## config.mk

```make
export PLATFORM = sky130hd
export DESIGN_NAME = cipher_msg_feeder_flat
export DESIGN_NICKNAME = d
export VERILOG_FILES = /design/src/rtl/cipher_msg_feeder_pkg.sv /design/src/rtl/cipher_msg_feeder_if.sv /design/src/rtl/cipher_msg_feeder_sync_fifo.sv /design/src/rtl/cipher_msg_feeder.sv /design/src/flat_wrapper.sv
export SDC_FILE = /design/constraint.sdc
export NUM_CORES = 1
export LEC_CHECK = 0
export ABC_AREA = 1
export BUFFER_PORTS_ARGS = -buffer_cell sky130_fd_sc_hd__buf_2
export CAP_MARGIN = 20
export CORE_ASPECT_RATIO = 0.7
export CORE_MARGIN = 4
export CORE_UTILIZATION = 40
export DETAILED_ROUTE_END_ITERATION = 10
export GPL_ROUTABILITY_DRIVEN = 1
export SETUP_SLACK_MARGIN = 0.3
export SLEW_MARGIN = 25
export SYNTH_ARGS = -nofsm -noshare
export SYNTH_HDL_FRONTEND = slang
export SYNTH_SLANG_ARGS = --single-unit
```

## constraint.sdc

```tcl
create_clock -name clk -period 7.8 [get_ports clk]
set_input_delay 0.78 -clock clk [delete_from_list [all_inputs] [get_ports clk]]
set_output_delay 0.78 -clock clk [all_outputs]
set_load 0.02 [all_outputs]
```

## src/rtl/cipher_msg_feeder_pkg.sv

```systemverilog
// rtl/cipher_msg_feeder_pkg.sv - shared FSM encoding, FIFO entry type and WAIT counter width
package cipher_feeder_pkg;

  localparam int WAIT_CNT_W = 8;

  typedef enum logic [2:0] {
    S_IDLE   = 3'd0,
    S_NEWMSG = 3'd1,
    S_READY  = 3'd2,
    S_SEND   = 3'd3,
    S_WAIT   = 3'd4
  } feeder_state_e;

  localparam logic [2:0] ST_IDLE   = S_IDLE;
  localparam logic [2:0] ST_NEWMSG = S_NEWMSG;
  localparam logic [2:0] ST_READY  = S_READY;
  localparam logic [2:0] ST_SEND   = S_SEND;
  localparam logic [2:0] ST_WAIT   = S_WAIT;

  typedef struct packed {
    logic       last;
    logic [7:0] data;
  } fifo_entry_t;

  // WAIT counter holds at all-ones instead of wrapping.
  function automatic logic [WAIT_CNT_W-1:0] sat_inc(input logic [WAIT_CNT_W-1:0] v);
    return (v == '1) ? v : v + 1'b1;
  endfunction

endpackage

```

## src/rtl/cipher_msg_feeder_if.sv

```systemverilog
// rtl/cipher_msg_feeder_if.sv - host byte-stream handshake bundle (valid/ready with last marker)
interface cipher_msg_feeder_if;
  logic       s_valid;
  logic       s_ready;
  logic [7:0] s_data;
  logic       s_last;

  modport master (output s_valid, output s_data, output s_last, input s_ready);
  modport slave  (input s_valid, input s_data, input s_last, output s_ready);
endinterface

```

## src/rtl/cipher_msg_feeder_sync_fifo.sv

```systemverilog
// rtl/cipher_msg_feeder_sync_fifo.sv - synchronous FIFO with registered head and wrap-bit pointers
module sync_fifo
  import cipher_feeder_pkg::*;
#(
  parameter int  DEPTH = 8,
  parameter type T     = fifo_entry_t
) (
  input  logic clk,
  input  logic rst_n,
  input  logic push_i,
  input  T     wdata_i,
  input  logic pop_i,
  output T     head_o,
  output logic full_o,
  output logic empty_o
);

  localparam int AW = $clog2(DEPTH);

  T             mem_q [DEPTH];
  T             head_q, head_d;
  logic [AW:0]  wr_ptr_q, wr_ptr_d;
  logic [AW:0]  rd_ptr_q, rd_ptr_d;
  logic         do_push, do_pop;

  assign empty_o = (wr_ptr_q == rd_ptr_q);
  assign full_o  = (wr_ptr_q[AW] != rd_ptr_q[AW]) &&
                   (wr_ptr_q[AW-1:0] == rd_ptr_q[AW-1:0]);
  assign do_push = push_i && !full_o;
  assign do_pop  = pop_i && !empty_o;
  assign head_o  = head_q;

  always_comb begin
    wr_ptr_d = wr_ptr_q + {{AW{1'b0}}, do_push};
    rd_ptr_d = rd_ptr_q + {{AW{1'b0}}, do_pop};
    // The head slot may be the one being written this cycle.
    if (do_push && (rd_ptr_d == wr_ptr_q)) begin
      head_d = wdata_i;
    end else begin
      head_d = mem_q[rd_ptr_d[AW-1:0]];
    end
  end

  always_ff @(posedge clk) begin
    if (do_push) begin
      mem_q[wr_ptr_q[AW-1:0]] <= wdata_i;
    end
  end

  always_ff @(posedge clk or negedge rst_n) begin
    if (!rst_n) begin
      wr_ptr_q <= '0;
      rd_ptr_q <= '0;
      head_q   <= '0;
    end else begin
      wr_ptr_q <= wr_ptr_d;
      rd_ptr_q <= rd_ptr_d;
      head_q   <= head_d;
    end
  end

endmodule

```

## src/rtl/cipher_msg_feeder.sv

```systemverilog
// rtl/cipher_msg_feeder.sv - framed byte feeder for the S-box cipher; FEEDER_STATS_EN adds message/byte counters
module cipher_msg_feeder
  import cipher_feeder_pkg::*;
#(
  parameter int DEPTH   = 8,
  parameter int TIMEOUT = 15
) (
  input  logic                  clk,
  input  logic                  rst_n,
  cipher_msg_feeder_if.slave    host,
  input  logic                  key_load_i,
  input  logic [7:0]            key_in_i,
  input  logic                  out_flag_i,
  output logic                  new_msg_o,
  output logic                  in_valid_o,
  output logic [7:0]            in_o,
  output logic [7:0]            key_o,
  output logic                  timeout_err_o
`ifdef FEEDER_STATS_EN
  ,
  output logic [15:0]           msg_count_o,
  output logic [15:0]           byte_count_o
`endif
);

  localparam logic [WAIT_CNT_W-1:0] TO_LIM = WAIT_CNT_W'(TIMEOUT);

  logic [2:0]            state_q, state_d;
  logic [WAIT_CNT_W-1:0] cnt_q, cnt_d;
  logic [7:0]            key_q, key_d;
  logic [7:0]            shadow_q, shadow_d;
  logic [7:0]            in_q, in_d;
  logic                  last_q, last_d;
  logic                  timeout_err_q, timeout_err_d;

  fifo_entry_t wr_entry;
  fifo_entry_t head;
  logic        fifo_full, fifo_empty;
  logic        push, pop;

  assign host.s_ready = rst_n && !fifo_full;
  assign push         = host.s_valid && host.s_ready;
  assign wr_entry     = '{last: host.s_last, data: host.s_data};

  sync_fifo #(
    .DEPTH (DEPTH),
    .T     (fifo_entry_t)
  ) u_fifo (
    .clk     (clk),
    .rst_n   (rst_n),
    .push_i  (push),
    .wdata_i (wr_entry),
    .pop_i   (pop),
    .head_o  (head),
    .full_o  (fifo_full),
    .empty_o (fifo_empty)
  );

  always_comb begin
    state_d       = state_q;
    cnt_d         = cnt_q;
    key_d         = key_q;
    shadow_d      = key_load_i ? key_in_i : shadow_q;
    in_d          = in_q;
    last_d        = last_q;
    timeout_err_d = timeout_err_q;
    pop           = 1'b0;
    case (state_q)
      ST_IDLE: begin
        if (!fifo_empty) begin
          state_d = ST_NEWMSG;
          key_d   = shadow_q;
        end
      end
      ST_NEWMSG: state_d = ST_READY;
      ST_READY: begin
        if (!fifo_empty) begin
          pop     = 1'b1;
          in_d    = head.data;
          last_d  = head.last;
          state_d = ST_SEND;
        end
      end
      ST_SEND: begin
        cnt_d   = '0;
        state_d = ST_WAIT;
      end
      ST_WAIT: begin
        cnt_d = sat_inc(cnt_q);
        // A result arriving on the final allowed cycle still counts as success.
        if (out_flag_i) begin
          state_d = last_q ? ST_IDLE : ST_READY;
        end else if (cnt_d >= TO_LIM) begin
          timeout_err_d = 1'b1;
          state_d       = last_q ? ST_IDLE : ST_READY;
        end
      end
      default: state_d = ST_IDLE;
    endcase
  end

  always_ff @(posedge clk or negedge rst_n) begin
    if (!rst_n) begin
      state_q       <= ST_IDLE;
      cnt_q         <= '0;
      key_q         <= 8'h00;
      shadow_q      <= 8'h00;
      in_q          <= 8'h00;
      last_q        <= 1'b0;
      timeout_err_q <= 1'b0;
    end else begin
      state_q       <= state_d;
      cnt_q         <= cnt_d;
      key_q         <= key_d;
      shadow_q      <= shadow_d;
      in_q          <= in_d;
      last_q        <= last_d;
      timeout_err_q <= timeout_err_d;
    end
  end

  assign new_msg_o     = (state_q == ST_NEWMSG);
  assign in_valid_o    = (state_q == ST_SEND);
  assign in_o          = in_q;
  assign key_o         = key_q;
  assign timeout_err_o = timeout_err_q;

`ifdef FEEDER_STATS_EN
  logic [15:0] msg_count_q, byte_count_q;

  always_ff @(posedge clk or negedge rst_n) begin
    if (!rst_n) begin
      msg_count_q  <= 16'h0000;
      byte_count_q <= 16'h0000;
    end else begin
      if (state_q == ST_NEWMSG) msg_count_q <= msg_count_q + 16'd1;
      if (state_q == ST_SEND) byte_count_q <= byte_count_q + 16'd1;
    end
  end

  assign msg_count_o  = msg_count_q;
  assign byte_count_o = byte_count_q;
`endif

endmodule

```

## src/flat_wrapper.sv

```systemverilog
// flat-port wrapper written by rule: the top's interface ports become plain ports
module cipher_msg_feeder_flat import cipher_feeder_pkg::*;
#(
  parameter int DEPTH   = 8,
  parameter int TIMEOUT = 15
)
  (clk, rst_n, key_load_i, key_in_i, out_flag_i, new_msg_o, in_valid_o, in_o, key_o, timeout_err_o, host_s_valid, host_s_data, host_s_last, host_s_ready);
  cipher_msg_feeder_if host_i ();
  input  logic clk;
  input  logic rst_n;
  input  logic key_load_i;
  input  logic [7:0] key_in_i;
  input  logic out_flag_i;
  output logic new_msg_o;
  output logic in_valid_o;
  output logic [7:0] in_o;
  output logic [7:0] key_o;
  output logic timeout_err_o;
  input wire logic [$bits(host_i.s_valid)-1:0] host_s_valid;
  input wire logic [$bits(host_i.s_data)-1:0] host_s_data;
  input wire logic [$bits(host_i.s_last)-1:0] host_s_last;
  output wire logic [$bits(host_i.s_ready)-1:0] host_s_ready;
  assign host_i.s_valid = host_s_valid;
  assign host_i.s_data = host_s_data;
  assign host_i.s_last = host_s_last;
  assign host_s_ready = host_i.s_ready;
  cipher_msg_feeder #(.DEPTH(DEPTH), .TIMEOUT(TIMEOUT)) u_core (.clk(clk), .rst_n(rst_n), .host(host_i), .key_load_i(key_load_i), .key_in_i(key_in_i), .out_flag_i(out_flag_i), .new_msg_o(new_msg_o), .in_valid_o(in_valid_o), .in_o(in_o), .key_o(key_o), .timeout_err_o(timeout_err_o));
endmodule
```

### Yosys cells after proc, flatten, opt, wreduce, memory -nomap -nowiden

Memories as Yosys holds them, arrays and structs flattened.
Index checks and enable logic that the tools add are counted.

* add/subtract/negate cells: 3
* magnitude comparators: 1
* equal/unequal tests: 12
* muxes and demuxes: 13
* bitwise operators: 2
* reductions and logical operators: 14

Operators by type and width (count)
* $pmux W8 S2: 1
* $pmux W3 S5: 1
* $mux W3: 4
* $mux W9: 1
* $add A4 B1 Y4: 2
* $add A8 B1 Y8 const B: 1
* $eq A4 B4 Y1: 2
* $eq A8 B8 Y1 const B: 1
* $ge A8 B4 Y1 const B: 1
* $mux W8: 1
* $eq A3 B2 Y1 const B: 2
* $logic_and A1 B1 Y1: 6
* $reduce_and A3 Y1: 2
* $mux W1: 4
* $ne A2 B2 Y1 const B: 2
* $reduce_and A2 Y1: 2
* $eq A3 B1 Y1 const B: 1
* $eq A3 B3 Y1: 1
* $eq A3 B3 Y1 const B: 1
* $logic_not A3 Y1: 1
* $ne A3 B2 Y1 const B: 1
* $logic_not A1 Y1: 2
* $mux W2: 1
* $not A1 Y1: 2
* other kinds (2): 2

* flip-flop bits (word level): 54
* memory bits (writable): 72
* output and inout bits: 20
* logic and storage cells: 57
* memories kept: 1

Memories
* u_core.u_fifo.mem_q: depth 8, width 9, rd ports 1, clocked after memory_dff 0, write ports 1, RTL line cipher_msg_feeder_sync_fifo.sv:20 `T mem_q [DEPTH];`

### Logic depth before layout (Yosys ltp)

Gate-level depths: netlist (run 1).

* depth after elaboration: 8
* mapped depth: 19
* depth with buffers taken out: 16

### Modules after synthesis

Synthesis (run 1) repeated with hierarchy kept, for this count alone.

* cell total of the unflattened synthesis: 561
* area total of the unflattened synthesis: 5512.8 um2

By module, submodules not included
* sync_fifo: instances 1, cells an instance 353, area an instance 3811.2 um2, seq. area each 2587.5 um2
* cipher_msg_feeder: instances 1, cells an instance 208, area an instance 1701.6 um2, seq. area each 925.9 um2

### Least setup slack after synthesis (run 1)

No wires, ideal clock.

* path kind: reg-to-reg
* from: register u_core.u_fifo.wr_ptr_q[1]
* to: register u_core.u_fifo.head_q, in the netlist u_core.u_fifo.head_o[6]
* data arrival time: 2.731 ns
* data required time: 7.677 ns
* slack: 4.946 ns
* cell stages (with the launch flop): 20
* buffers on the path: 3
* clock period less this slack: 2.854 ns
* path through: dfrtp_1 buf_6 xnor2_1 nand2_1 nor2_1 inv_1 nor2_1 inv_1 nand2_2 inv_2 ha_1 ha_1 buf_2 clkbuf_1 nor2_1 o21ai_0 o21ai_1 mux2_2 o21ai_0 nand2_1

RTL lines
* start, declared: RTL line cipher_msg_feeder_sync_fifo.sv:22 `logic [AW:0] wr_ptr_q, wr_ptr_d;`
* start signal, assigned: RTL line cipher_msg_feeder_sync_fifo.sv:56 `wr_ptr_q <= wr_ptr_d;`
* end signal, assigned: RTL line cipher_msg_feeder_sync_fifo.sv:54 `head_q <= '0;`
* end signal, assigned: RTL line cipher_msg_feeder_sync_fifo.sv:58 `head_q <= head_d;`
* end, declared: RTL line cipher_msg_feeder_sync_fifo.sv:21 `T head_q, head_d;`

==> results.sh, run 1 <==
export IMPL_status="completed"
export IMPL_synth_seq_cells=126
export IMPL_wl_um=11500
export IMPL_clockBufferDepth=2
export IMPL_synthDistinctLibCells=32
export IMPL_clkSlewWorstSetupHoldPaths_ns=0.06
export IMPL_path_cells="xnor2_1 -> nand2_1 -> nor2_1 -> inv_1 -> nor2_1 -> inv_1 -> nand2_2 -> inv_2 -> ha_1 -> buf_4 -> clkinv_1 -> o21ai_0 -> o21ai_0 -> mux2_2 -> o21ai_0 -> nand2_1"
export IMPL_final_cells=727
export IMPL_ios=42
export IMPL_critical_path_top_delay_family="buffers and inverters"
export IMPL_core_area_um2=13100
export IMPL_drt_initial_drc_count=275
export IMPL_holdWs_ns=0.454
export IMPL_wl_per_cell_um=15.9
export IMPL_placed_area_um2=5700
export IMPL_hold_viol_final=0
export IMPL_fin_setup_tns_ns=0
export IMPL_drive_gt1_share_pct=18.5
export IMPL_syn_to_final_growth_pct=18.4
export IMPL_clk_latency_ns=0.41
export IMPL_cts_tree="yes"
export IMPL_slowest_delay_ns=0.85
export IMPL_layout_nets=575
export IMPL_cp_max_fo=39
export IMPL_synth_net_count=529
export IMPL_grt_pass1_vias=3454
export IMPL_post_place_ws_ns=3.69
export IMPL_swShare_pct=38.0
export IMPL_slowest_stage="clkinv_1"
export IMPL_num_vias=3625
export IMPL_fmax_mhz=243
export IMPL_postRouteAntennaNets=0
export IMPL_grt_max_degree=56
export IMPL_fillers=1204
export IMPL_min_path_type="reg -> reg"
export IMPL_synth_area_um2=5350
export IMPL_worst_pin_slew_ns=1.08
export IMPL_die_h_um=105
export IMPL_period_needed_ns=4.11
export IMPL_p_int_mw=1.72
export IMPL_power_total_mw=2.78
export IMPL_synthArstFlopShare_pct=42.9
export IMPL_finClkSkew_ns=0.0115
export IMPL_power_frac_seq_pct=33.7
export IMPL_cts_sinks=126
export IMPL_end_kind="register"
export IMPL_row_count=35
export IMPL_postSynthAreaPerCell_um2=10.7
export IMPL_dp_cells=695
export IMPL_crit_buf_inv=5
export IMPL_syn_inst=502
export IMPL_grtUsageTotal_pct=15.7
export IMPL_critical_path_arrival_ns=4.39
export IMPL_fin_crit_sh_pct=52.7
export IMPL_diodes=0
export IMPL_yosys_warnings=0
export IMPL_crit_path_frequent_cell="o21ai_0"
export IMPL_pwr_share_clk_pct=29.2
export IMPL_gp_congestion=0.829
export IMPL_criticalPathCategory="reg -> reg"
export IMPL_rsz0062_at_grt="no"
export IMPL_htree_levels=4
export IMPL_layout_commonest_cell="nand2_1"
export IMPL_maxSlewHeadroom_pct=27.9
export IMPL_drv_cap=0
export IMPL_grtUsageMet2_pct=21.8
export IMPL_die_x_um=146
export IMPL_grt_overflow_total=0
export IMPL_ir_worst_vdd_mv=0.222
export IMPL_p_leak_nw=2.66
export IMPL_worstPathRequired_ns=8.08
export IMPL_grt_pass1_wl_um=18600
export IMPL_startpoint_type="register"
export IMPL_synthFlopType="edfxtp_1"
export IMPL_grtUsageMet1_pct=23.5
export IMPL_met3_usage_pct=4.38
export IMPL_first_pass_iters=4
export IMPL_final_cell_mix="nand2_1 (104), o21ai_0 (78), edfxtp_1 (72)"
export IMPL_p_per_area_nw_per_um2=439
export IMPL_p_sw_mw=1.06
export IMPL_top_usage_layer="met1"
export IMPL_fin_util_pct=48.2
export IMPL_synth_edf_count=72
export IMPL_cts_setup_buffers=0
export IMPL_antenna_found_initial=0
export IMPL_numCtsBuffers=17
export IMPL_port_buffers=41
export IMPL_cts_root_buf="clkbuf_16"
export IMPL_synth_yosys_seq_area_share_pct=65.7
export IMPL_dpl_hpwl_um=7390
export IMPL_slew_violations=0
export IMPL_finalWorstSetupSlack_ns=3.69
export IMPL_drcViolationCount=0
export IMPL_dieArea_um2=15300
export IMPL_routed_via_density=4.99
export IMPL_p_comb_share_pct=37.1
export IMPL_hold_buffers=0
export IMPL_fin_area_um2=6330
export IMPL_setup_viol=0
export IMPL_post_cts_resized=0
export IMPL_start_util_pct=40.7
## worst paths after layout
check	startpoint	endpoint	slack (ns)	depth (start not counted)
max	u_core.u_fifo.wr_ptr_q[1]	u_core.u_fifo.head_o[4]	3.69	16
min	u_core.u_fifo.head_o[3]	u_core.in_o[3]	0.45	2
max reg2reg	u_core.u_fifo.wr_ptr_q[1]	u_core.u_fifo.head_o[4]	3.69	16
min reg2reg	u_core.u_fifo.head_o[3]	u_core.in_o[3]	0.45	2
max in group asynchronous	rst_n	u_core.shadow_q[5]	6.85	2
min in group asynchronous	rst_n	u_core.cnt_q[1]	0.49	2
## state kept, by name (all words and copies together), names as in the netlist
| register | flops |
|---|---|
| u_core.u_fifo.wr_ptr_q | 4 |
| u_core.cnt_q | 8 |
| u_core.last_q | 1 |
| u_core.key_o | 8 |
| u_core.u_fifo.head_o | 9 |
| u_core.shadow_q | 8 |
| u_core.u_fifo.mem_q | 72 |
| u_core.timeout_err_o | 1 |
| u_core.u_fifo.rd_ptr_q | 4 |
| u_core.state_q | 3 |
| u_core.in_o | 8 |
## cells by family after synthesis
family | after synthesis | share of synthesized area [%]
muxes | 9 | 1.89
buffers and inverters | 52 | 4.23
xor gates and xnor gates | 11 | 2.08
AOI/OAI and AO/OA | 96 | 9.24
and+or+nand+nor | 203 | 15.7
adders and majority gates | 5 | 1.17
DFF | 126 | 65.7
## Yosys cell counts, types with 2 or more instances
library cell  number  area [µm²]
buf_6              3        33.8
inv_2              2        7.51
mux2_2             9         101
a21oi_1            3        15.0
o21ai_0           78         390
nand3_1           10        50.1
o22ai_1            4        25.0
edfxtp_1          72        2160
xor2_2             2        32.5
inv_1             31         116
o21ai_1            8        40.0
nand2_1          104         390
clkinv_1           2        7.51
nor2_1            76         285
buf_2              7        35.0
dfrtp_1           54        1350
xor2_1             4        35.0
nor3_1             3        15.0
ha_1               5        62.6
nand2_2            2        12.5
clkbuf_1           7        26.3
xnor2_1            5        43.8
nand4_1            2        12.5
## routing by layer
metal,vias to the layer above,wire length [µm]
met2,88,4950
met1,1743,5820
met3,10,654
met5,-,0
met4,0,104
li1,1784,-
## worst register-to-register path: stages (launching register included)
cell	delay (ns)
dfrtp_1	0.46
xnor2_1	0.18
nand2_1	0.06
nor2_1	0.12
inv_1	0.05
nor2_1	0.18
inv_1	0.13
nand2_2	0.19
inv_2	0.13
ha_1	0.29
buf_4	0.35
clkinv_1	0.86
o21ai_0	0.44
o21ai_0	0.12
mux2_2	0.26
o21ai_0	0.07
nand2_1	0.09
## cell type report
class / count / area, µm² / share of cell area (%)
clock buffers: 23 / 532 / 8.40
clock inverters: 9 / 91.3 / 1.44
inverters: 35 / 131 / 2.07
multi-input cells: 324 / 1630 / 25.7
flip-flops and latches: 126 / 3510 / 55.5
well taps: 166 / 208 / 3.28
repair buffers: 44 / 228 / 3.60
## power by group through the flow
stage | Combinational (mW) | Clock, mW | Sequential (mW)
5_1_grt | 1.16 | 0.857 | 0.950
4_1_cts | 1.03 | 0.823 | 0.936
3_3_place_gp | 0.995 | 0 | 0.947
3_5_place_dp | 1.03 | 0 | 0.947
6_report | 1.03 | 0.811 | 0.935
2_1_floorplan | 0.747 | 0 | 0.964
Note: power is estimated with default switching activity, not from simulation.
==> run 2: changes to the inputs <==
- clock period: 7.8 -> 4.21 ns (I/O delays scaled with it)
==> results.sh, run 2 (synthesis gave the netlist of run 1 again) <==
export IMPL_status="completed"
export IMPL_die_x_um=146
export IMPL_syn_to_final_growth_pct=19.2
export IMPL_crit_start="u_core.u_fifo.wr_ptr_q[1]"
export IMPL_grtUsageTotal_pct=15.6
export IMPL_cts_root_buf="clkbuf_16"
export IMPL_wl_per_cell_um=15.5
export IMPL_setup_viol=0
export IMPL_dpl_hpwl_um=7420
export IMPL_finClkSkew_ns=0.00807
export IMPL_end_kind="register"
export IMPL_grt_pass1_vias=3471
export IMPL_grt_pass1_wl_um=18600
export IMPL_postRouteAntennaNets=0
export IMPL_fin_util_pct=48.5
export IMPL_ios=42
export IMPL_core_area_um2=13100
export IMPL_ir_worst_vdd_mv=0.307
export IMPL_numCtsBuffers=17
export IMPL_drt_initial_drc_count=253
export IMPL_rsz0062_at_grt="no"
export IMPL_die_h_um=105
export IMPL_slew_violations=0
export IMPL_final_cell_mix="nand2_1 (104), o21ai_0 (78), nor2_1 (72), edfxtp_1 (72), dfrtp_1 (54)"
export IMPL_grt_max_degree=55
export IMPL_clk_latency_ns=0.41
export IMPL_fin_setup_tns_ns=0
export IMPL_antenna_found_initial=0
export IMPL_routed_via_density=5.02
export IMPL_criticalPathCategory="reg -> reg"
export IMPL_cts_tree="yes"
export IMPL_start_util_pct=40.7
export IMPL_dieArea_um2=15300
export IMPL_period_needed_ns=3.35
export IMPL_cts_sinks=126
export IMPL_wl_met3_um=664
export IMPL_hold_buffers=0
export IMPL_layout_commonest_cell="nand2_1"
export IMPL_grt_overflow_total=0
export IMPL_hold_viol_final=0
export IMPL_critical_path_arrival_ns=3.70
export IMPL_drive_gt1_share_pct=18.7
export IMPL_cp_max_fo=17
export IMPL_worstPathRequired_ns=4.56
export IMPL_dr_wl_met2_um=4870
export IMPL_port_buffers=41
export IMPL_register_area_um2=3510
export IMPL_diodes=0
export IMPL_fillers=1146
export IMPL_maxSlewHeadroom_pct=33.0
export IMPL_fin_crit_sh_pct=79.6
export IMPL_wl_um=11300
export IMPL_largest_reg_flops=72
export IMPL_cts_setup_buffers=0
export IMPL_min_path_type="in -> async"
export IMPL_htree_levels=4
export IMPL_drv_cap=0
export IMPL_p_leak_nw=2.70
export IMPL_post_place_ws_ns=0.874
export IMPL_rr_startpoint="u_core.u_fifo.wr_ptr_q[1]"
export IMPL_p_per_area_nw_per_um2=819
export IMPL_worst_pin_slew_ns=1.00
export IMPL_finalWorstSetupSlack_ns=0.860
export IMPL_multiInputGateArea_um2=1620
export IMPL_m1WireLength_um=5620
export IMPL_layout_nets=580
export IMPL_fmax_mhz=299
export IMPL_first_pass_iters=4
export IMPL_top_layer="met4"
export IMPL_post_cts_resized=0
export IMPL_row_count=35
export IMPL_drcViolationCount=0
export IMPL_gp_congestion=0.816
export IMPL_clockBufferDepth=2
export IMPL_clkSlewWorstSetupHoldPaths_ns=0.05
export IMPL_startpoint_type="register"
export IMPL_num_vias=3671
==> run 2: cell types whose count changed in the layout (fill, tap and decap cells not counted), sizes merged <==
cell	previous run	this run
clkinv	4	5
clkbuf	23	22
buf	44	49
inv	37	39
clkinvlp	2	0
==> run 2: final cells by class <==
class,count,share of cell area [%]
Tap cell,166,3.26
Multi-Input combinational cell,324,25.4
Clock inverter,10,1.67
Clock buffer,22,8.36
Timing Repair Buffer,49,4.16
Sequential cell,126,55.1
Inverter,35,2.06
==> run 2: metal layers <==
metal,vias up,track usage [%]
met5,-,0
met4,0,5.10
met3,19,4.68
met2,104,21.8
met1,1761,23.2
li1,1787,-
==> run 2: path summary, 6_finish.rpt <==
| kind | endpoint | slack [ns] | depth (start not counted) |
|---|---|---|---|
| max reg2reg | u_core.u_fifo.head_o[2] | 0.86 | 17 |
| min in group clk | u_core.shadow_q[4] | 0.22 | 3 |
| min | u_core.cnt_q[0] | 0.17 | 2 |
| max in group asynchronous | u_core.key_o[7] | 3.59 | 2 |
| max | u_core.u_fifo.head_o[2] | 0.86 | 17 |
| min reg2reg | u_core.in_o[3] | 0.46 | 2 |
==> run 2: critical path, cell delays in order, from the launching register on <==
cell and delay (ns):
dfrtp_1 0.49, xnor2_1 0.15, nand2_1 0.07, nor2_1 0.12, inv_1 0.05, nor2_1 0.17
inv_1 0.12, nand2_2 0.19, inv_2 0.12, ha_1 0.22, ha_1 0.37, buf_4 0.24
xor2_1 0.15, a21oi_1 0.20, nand4_4 0.23, nor2_8 0.22, nand2_1 0.08, nand2_1 0.07
==> run 2: through the flow <==
step           total power [mW]  hold slack (ns)  std cells  area [µm²]
2_1_floorplan              3.17            0.125        502        5350
3_3_place_gp               3.68            0.436        700        5730
3_5_place_dp               3.69            0.449        700        5730
4_1_cts                    5.26            0.185        732        6370
5_1_grt                    5.61            0.210        732        6380
6_report                   5.22            0.171        732        6380
==> run 2: where the power goes <==
part / internal [mW] / switching [mW]
combinational: 0.688 / 1.27
clock: 0.974 / 0.559
sequential: 1.57 / 0.162
total: 3.24 / 1.99
